$ cat config.mk
export PLATFORM = sky130hd
export DESIGN_NAME = decoder_sweep_gen
export DESIGN_NICKNAME = d
export VERILOG_FILES = /design/src/rtl/decoder_sweep_gen.sv
export SDC_FILE = /design/constraint.sdc
export NUM_CORES = 1
export LEC_CHECK = 0
export ABC_AREA = 1
export CAP_MARGIN = 20
export CORE_AREA = 2 2 128 130
export CTS_CLUSTER_DIAMETER = 60
export DETAILED_ROUTE_END_ITERATION = 12
export DIE_AREA = 0 0 130 132
export GPL_ROUTABILITY_DRIVEN = 1
export PLACE_DENSITY = 0.66
export SYNTH_ARGS = -nofsm -noshare
export SYNTH_HDL_FRONTEND = slang
export SYNTH_SLANG_ARGS = --single-unit
$ cat constraint.sdc
create_clock -name CLK -period 1.9 [get_ports CLK]
set_input_delay 0.475 -clock CLK [delete_from_list [all_inputs] [get_ports CLK]]
set_output_delay 0.475 -clock CLK [all_outputs]
set_load 0.05 [all_outputs]
$ cat src/rtl/decoder_sweep_gen.sv
// decoder_sweep_gen: exhaustive / opcode-range stimulus sweeper for an instruction decoder.
// Presents each sweep counter value as a differential vector on `a` with a valid/ready handshake.
// Optional response signature: define DECODER_SWEEP_MISR_EN to build the 32-bit MISR over cap_data;
// without it, signature is constant zero and cap_data is ignored.
//
// state | meaning
// IDLE  | waiting for start; cnt holds (0 after reset/abort)
// RUN   | vector on a/cnt is valid; advances on each handshake
// DONE  | one-cycle completion pulse, then back to IDLE
module decoder_sweep_gen #(
    parameter int IR_W    = 8,
    parameter int STATE_W = 3,
    parameter int SIG_W   = 214,
    localparam int CNT_W  = IR_W + STATE_W + 4,
    localparam int A_W    = 4 + 2*IR_W + 2*STATE_W
) (
    input  logic               CLK,
    input  logic               RESET,
    input  logic               start,
    input  logic               abort,
    input  logic               mode,
    input  logic               cfg_intr,
    input  logic               cfg_cb,
    input  logic [IR_W-1:0]    ir_lo,
    input  logic [IR_W-1:0]    ir_hi,
    input  logic               vec_ready,
    input  logic [SIG_W-1:0]   cap_data,
    output logic [A_W-1:0]     a,
    output logic [CNT_W-1:0]   cnt,
    output logic               vec_valid,
    output logic               busy,
    output logic               done,
    output logic [CNT_W:0]     vec_count,
    output logic [31:0]        signature
);

    // writeback + data_lsb + state bits sweep below the opcode field
    localparam int LOW_W = STATE_W + 2;
    localparam logic [CNT_W-1:0] CNT_ONE = 1;
    localparam logic [CNT_W:0]   VC_ONE  = 1;

    typedef enum logic [1:0] {IDLE, RUN, DONE} state_t;

    state_t           state;
    logic [CNT_W-1:0] last_cnt;

    // Differential vector: intr, cb, then opcode and state bits MSB first, each as (~bit, bit)
    always_comb begin
        a    = '0;
        a[0] = ~cnt[CNT_W-1];
        a[1] =  cnt[CNT_W-1];
        a[2] = ~cnt[CNT_W-2];
        a[3] =  cnt[CNT_W-2];
        for (int k = 0; k < IR_W; k++) begin
            a[4+2*k] = ~cnt[LOW_W+IR_W-1-k];
            a[5+2*k] =  cnt[LOW_W+IR_W-1-k];
        end
        for (int k = 0; k < STATE_W; k++) begin
            a[4+2*IR_W+2*k] = ~cnt[STATE_W+1-k];
            a[5+2*IR_W+2*k] =  cnt[STATE_W+1-k];
        end
    end

    // Sweep sequencer; the last vector is frozen into last_cnt at start so config changes mid-run are inert
    always_ff @(posedge CLK) begin
        if (RESET) begin
            state     <= IDLE;
            cnt       <= '0;
            last_cnt  <= '0;
            vec_count <= '0;
            vec_valid <= 1'b0;
            busy      <= 1'b0;
            done      <= 1'b0;
        end else if (abort) begin
            state     <= IDLE;
            cnt       <= '0;
            vec_valid <= 1'b0;
            busy      <= 1'b0;
            done      <= 1'b0;
        end else begin
            case (state)
                IDLE: begin
                    done <= 1'b0;
                    if (start) begin
                        vec_count <= '0;
                        if (mode && (ir_lo > ir_hi)) begin
                            state <= DONE;
                            done  <= 1'b1;
                        end else begin
                            state     <= RUN;
                            vec_valid <= 1'b1;
                            busy      <= 1'b1;
                            if (mode) begin
                                cnt      <= {cfg_intr, cfg_cb, ir_lo, {LOW_W{1'b0}}};
                                last_cnt <= {cfg_intr, cfg_cb, ir_hi, {LOW_W{1'b1}}};
                            end else begin
                                cnt      <= '0;
                                last_cnt <= '1;
                            end
                        end
                    end
                end
                RUN: begin
                    if (vec_ready) begin
                        vec_count <= vec_count + VC_ONE;
                        if (cnt == last_cnt) begin
                            state     <= DONE;
                            vec_valid <= 1'b0;
                            busy      <= 1'b0;
                            done      <= 1'b1;
                        end else begin
                            cnt <= cnt + CNT_ONE;
                        end
                    end
                end
                DONE: begin
                    state <= IDLE;
                    done  <= 1'b0;
                end
                default: begin
                    state     <= IDLE;
                    vec_valid <= 1'b0;
                    busy      <= 1'b0;
                    done      <= 1'b0;
                end
            endcase
        end
    end

`ifdef DECODER_SWEEP_MISR_EN
    localparam int N_CHUNK = (SIG_W + 31) / 32;
    localparam logic [31:0] POLY = 32'h04C1_1DB7;

    logic [N_CHUNK*32-1:0] cap_pad;
    logic [31:0]           fold;

    // Fold the response into one word: XOR of 32-bit chunks, top chunk zero-padded
    always_comb begin
        cap_pad              = '0;
        cap_pad[SIG_W-1:0]   = cap_data;
        fold                 = '0;
        for (int i = 0; i < N_CHUNK; i++) begin
            fold = fold ^ cap_pad[i*32 +: 32];
        end
    end

    // CRC-style MISR: seeded at start, stepped once per accepted vector
    always_ff @(posedge CLK) begin
        if (RESET) begin
            signature <= '0;
        end else if (!abort) begin
            if (state == IDLE && start) begin
                signature <= 32'hFFFF_FFFF;
            end else if (state == RUN && vec_ready) begin
                signature <= {signature[30:0], 1'b0} ^ (signature[31] ? POLY : 32'h0) ^ fold;
            end
        end
    end
`else
    logic unused_cap;
    assign unused_cap = ^cap_data;
    assign signature  = '0;
`endif

endmodule
# ---- Word-level counts from Yosys, hierarchy flattened
# Cells that the tools add are included.
dict set report totals {
  register_bits 50
  ram_bits 0
  output_inout_bits 92
  latch_bits 0
  input_bits 238
  mem_bits_ro 0
  wordCells 68
  n_memories 0
}
dict set report op_classes {
  shifts 0
  n_addsub 2
  multipliers 0
  magnitude_cmp 1
  reduce_logical 10
  n_eq_ne 8
  bitwise 16
  mux 25
  div_mod_pow 0
}
# op n
set ops {}
lappend ops {{15-bit 2-to-1 mux} 6}
lappend ops {{16-bit 2-to-1 mux} 2}
lappend ops {{16-bit case mux with 2 select lines} 1}
lappend ops {{15-bit case mux with 2 select lines} 1}
lappend ops {{16-bit by 1-bit adder with 16-bit output (second input constant)} 1}
lappend ops {{1-bit inverter} 16}
lappend ops {{15-bit by 1-bit adder with 15-bit output (second input constant)} 1}
lappend ops {{15-bit == test} 1}
lappend ops {{2-bit inequality test (second input constant)} 5}
lappend ops {{5-bit AND reduction} 2}
lappend ops {{8-bit > comparator} 1}
lappend ops {{1-bit 2-to-1 mux} 8}
lappend ops {{2-bit 2-to-1 mux} 4}
lappend ops {{4-bit AND reduction} 2}
lappend ops {{2-bit case mux with 2 select lines} 1}
lappend ops {{1-bit case mux with 3 select lines} 1}
lappend ops {{3-bit AND reduction} 1}
lappend ops {{2-bit by 1-bit == test with 1-bit output (second input constant)} 1}
lappend ops {{2-bit == test (second input constant)} 1}
lappend ops {{2-bit zero test} 1}
lappend ops {{1-bit case mux with 2 select lines} 1}
lappend ops {{2-bit AND reduction} 1}
lappend ops {{2-bit nonzero test} 1}
lappend ops {{2-bit OR reduction} 1}
lappend ops {{1-bit logical AND} 1}

# ---- Depth between registers and ports, before layout
dict set report logic_depth {
  ltp_word 5
  depth_mapped 15
  mapped_depth_nobuf 15
}

# ---- Worst setup path before layout
# Ideal clock, no wire load.
dict set report synth_path {
  kind {reg-to-reg}
  from {register cnt[8]}
  to {register cnt[12]}
  path_stages_with_launch 13
  arrival_time_ns 2.128
  setup_slack_ns -0.340
  setup_time_ns 0.113
  path_cell_list {dfxtp_1 > inv_1 > nand2_1 > nand2_1 > nor2_1 > nand2_1 > nor2_1 > nand3_4 > nand3_4 > buf_6 > nand2_1 > nand2_1 > nor2_1}
}
dict set report synth_between {
  elab_chain_len 4
  elab_cells_between_ends 7
  classes_between {add/sub (1); eq/ne (2); mux (3); reduce/logical (1)}
}
# item line
set synth_rtl {}
lappend synth_rtl {{start, declared} 29} ;# output logic [CNT_W-1:0] cnt,
lappend synth_rtl {{start signal, assigned} 94} ;# cnt <= {cfg_intr, cfg_cb, ir_lo, {LOW_W{1'b0}}};
lappend synth_rtl {{start signal, assigned} 112} ;# cnt <= cnt + CNT_ONE;
lappend synth_rtl {{15-bit by 1-bit adder with 15-bit output} 112}
lappend synth_rtl {{15-bit 2-to-1 mux} 106} ;# if (cnt == last_cnt) begin
lappend synth_rtl {{15-bit 2-to-1 mux} 104} ;# if (vec_ready) begin
lappend synth_rtl {{15-bit case mux with 2 select lines} 81} ;# case (state)
# Parallel ways exist; a longest one is shown, timed or not. The select of a mux whose other input is x is not followed.
# A chain may end at the register's enable or synchronous reset.

# ---- Final worst setup path
dict set report layout_path {
  from {input ir_lo[7]}
  to {register cnt[0]}
}
dict set report layout_between {
  elab_chain_len 4
}
# item line
set layout_rtl {}
lappend layout_rtl {{start, declared} 24} ;# input logic [IR_W-1:0] ir_lo,
lappend layout_rtl {{8-bit > comparator} 86} ;# if (mode && (ir_lo > ir_hi)) begin
lappend layout_rtl {{1-bit logical AND} 86}
lappend layout_rtl {{2-bit inequality test (no line)} n/a}
lappend layout_rtl {{5-bit AND reduction (no line)} n/a}
# No other way between the ends.

==> reports/qor.csv <==
stage;metric;value;unit
cells_and_area;finish.utilization;31.7;%
worst_setup_path;max_stage_delay;280;ps
worst_setup_path;r2r_cells;12;
synthesis;ys_top_cells_by_count;nand2_1 (166), nor2_1 (79), inv_1 (65);
routing;via_count;3624;
synthesis;synth_edf_count;0;
routing;first_iter_violations;194;
cts;cts_buffer_depth;2;
die;core.rowCount;46;
synthesis;syn-cell-area;3450;um^2
cells_and_area;drive_gt1_share;28.4;%
timing;fmax;0.547;GHz
die;start_util;22.0;%
synthesis;yosysWarnings;0;
worst_setup_path;r2r_slack;160;ps
synthesis;ys_ff_latch;46;
routing;drc;0;
synthesis;yosysSeqAreaShare;26.7;%
hold_path;hold_path_end;last_cnt[8];
worst_setup_path;path_class;input port to register;
global_route;track_usage;12.7;%
hold_path;hold_path_depth;3;
die;design.core.area;15700;um^2
job;cap_violations;0;
synthesis;async_flop_share;0;%
placement;place_ws;-566;ps
routing;postRouteAntennaNets;0;
synthesis;yosysTopAreaCell;dfxtp_1;
synthesis;ys_types;37;
global_route;grt-ovfl-total;0;
timing;final-setup-viol-count;0;
placement;globalplace.congestion;0.813;
synthesis;synth_cells;559;
routing;via_per_inst;4.09;
routing;wire_per_inst;12.6;um
timing;finalCriticalPeriod;1830;ps
routing;drt-pass1-iter-count;4;
cts;cts_num_sinks;46;
global_route;grt_pass1_wl;17.4;mm
synthesis;synth.top_cell.area_share;26.7;%
synthesis;avgSynthCellArea;6.18;um^2
worst_setup_path;crit_top_cell;nand3_4;
cts;clk_pin_slew;70;ps
timing;min_period_over_period;96.3;%
timing;setup_ws;71.1;ps
cts;cts_tree;done;
placement;port_buffers;83;
timing;skew;6.57;ps
power_and_ir_drop;power.total;0.00318;W
global_route;grt_antenna_before_repair;1;
power_and_ir_drop;powerDensity;639;nW/um^2
synthesis;yosysMostFrequentCell;nand2_1;
hold_path;holdCritPathClass;input port to register;
die;fp.dieW;130;um
cells_and_area;fillerInstances;1708;
cts;root_buffer;clkbuf_16;
global_route;grt_max_degree;18;
cts;cts-htree-levels;2;
timing;hold_violations;0;
timing;finalMaxSlewViolations;0;
cells_and_area;multi_input_area;2110;um^2
global_route;grt_pass1_vias;3302;
synthesis;ys_top_cells_by_area;dfxtp_1 (27%), nand2_1 (18%), buf_4 (10%);
die;ioPinCount;330;
global_route;top_usage_layer;met1;
cells_and_area;area_delta_synth_final;44.2;%
worst_setup_path;worstSetupEndpointType;register;
die;fp.dieH;132;um
cells_and_area;nets;915;
worst_setup_path;crit_arrival;2020;ps
synthesis;synthFlopType;dfxtp_1;
status;status;finished clean;
worst_setup_path;critPathRequiredTime;2090;ps
die;dieArea;17200;um^2
worst_setup_path;worstPathCellList;clkdlybuf4s15_1, ha_4, a21o_1, nor2_2, nand2_4, nand3_4, nand3_4, clkbuf_16, a21oi_1, nor2_1;
global_route;met1_usage;19.2;%
cts;clock_latency;290;ps
power_and_ir_drop;p_leak;2.31;nW
worst_setup_path;start_kind;input port;
hold_path;min-delay-start;ir_hi[3];
cts;postCtsHoldBufs;0;
worst_setup_path;cp_slowest_cell;ha_4;
worst_setup_path;reg2reg_to;cnt[5];
routing;drt-total-wl;11.1;mm
worst_setup_path;r2r-start;cnt[4];
worst_setup_path;crit_fanout;7;
cts;cts_buffers;5;
power_and_ir_drop;ir_worst_vdd;0.330;mV
global_route;grt_use_met2;18.0;%
cells_and_area;regArea;965;um^2
global_route;use_met3;3.57;%
placement;dp_hpwl;8.78;mm
## how the worst max path moves through the flow
stage	start	endpoint	slack [ps]	cells past startpoint
after floorplan	cnt[3]	cnt[13]	0.2	13
after global placement	ir_hi[1]	cnt[14]	-550	12
after detailed placement	ir_hi[1]	cnt[14]	-570	12
after CTS	start	vec_count[7]	30	11
after global routing	ir_hi[5]	cnt[5]	-40	13
final	ir_lo[7]	cnt[0]	70	10
## critical path, delay by kind of cell
family                     cells  cell delay (ps)
AOI/OAI and AO/OA              2              290
adders and majority gates      1              280
and+or+nand+nor                5              520
buffers and inverters          2              450
## cells in the final DEF (no fill, tap or decap), drive strengths merged, types with 7 or more instances in the layout
master	synthesis	routed
clkbuf	7	11
buf	53	106
nand4	12	12
nor3	28	28
clkinvlp	0	12
nor2	85	85
dlygate4sd2	0	7
nand3	26	26
ha	10	10
a21oi	29	29
o21ai	14	14
nand2	168	168
conb	1	32
dfxtp	46	46
clkdlybuf4s50	0	7
inv	66	55
## what timing repair did
action,CTS,global route
setup endpoints to repair,29,33
pin swaps,9,10
cloned,2,1
setup buffers,0,0
resized for setup,35,32
## metrics by stage
step           std cells  area [um^2]  TNS [ps]  hold slack (ps)
2_1_floorplan        590         3670         0              507
3_3_place_gp         873         4590    -16340              479
3_5_place_dp         873         4590    -17020              481
4_1_cts              883         4860         0              491
5_1_grt              885         4980      -117              454
6_report             885         4980         0              438
## cell type report
cell class                 count  area share (%)
multi-input combinational    417            42.4
timing repair buffer         130            23.4
sequential                    46            19.4
inverter                      67            6.06
tap                          216            5.43
clock buffer                   6            3.02
clock inverter                 2           0.276
antenna                        1          0.0503
## cells by family after synthesis
group / after synthesis / share of synthesized area, %
and+or+nand+nor: 322 / 40.6
buffers and inverters: 127 / 20.1
AOI/OAI and AO/OA: 49 / 7.94
DFF: 46 / 26.7
adders and majority gates: 10 / 3.62
xor gates and xnor gates: 4 / 1.01
other: 1 / 0.109
## flip-flops by register name (all words and copies together), names as in the netlist
name	count
vec_count	16
cnt	15
last_cnt	11
state	2
busy	1
done	1
## power by group
part / total [W] / switching (W) / internal [W]
Clock: 0.000990 / 0.000418 / 0.000572
Sequential: 0.00107 / 0.0000668 / 0.00101
Combinational: 0.00112 / 0.000737 / 0.000385
## per-layer routing
layer,vias up,wire (um)
li1,1903,-
met2,129,4640
met5,-,0
met1,1582,5490
met4,0,89
met3,10,921
Note: power is estimated with default switching activity, not from simulation.
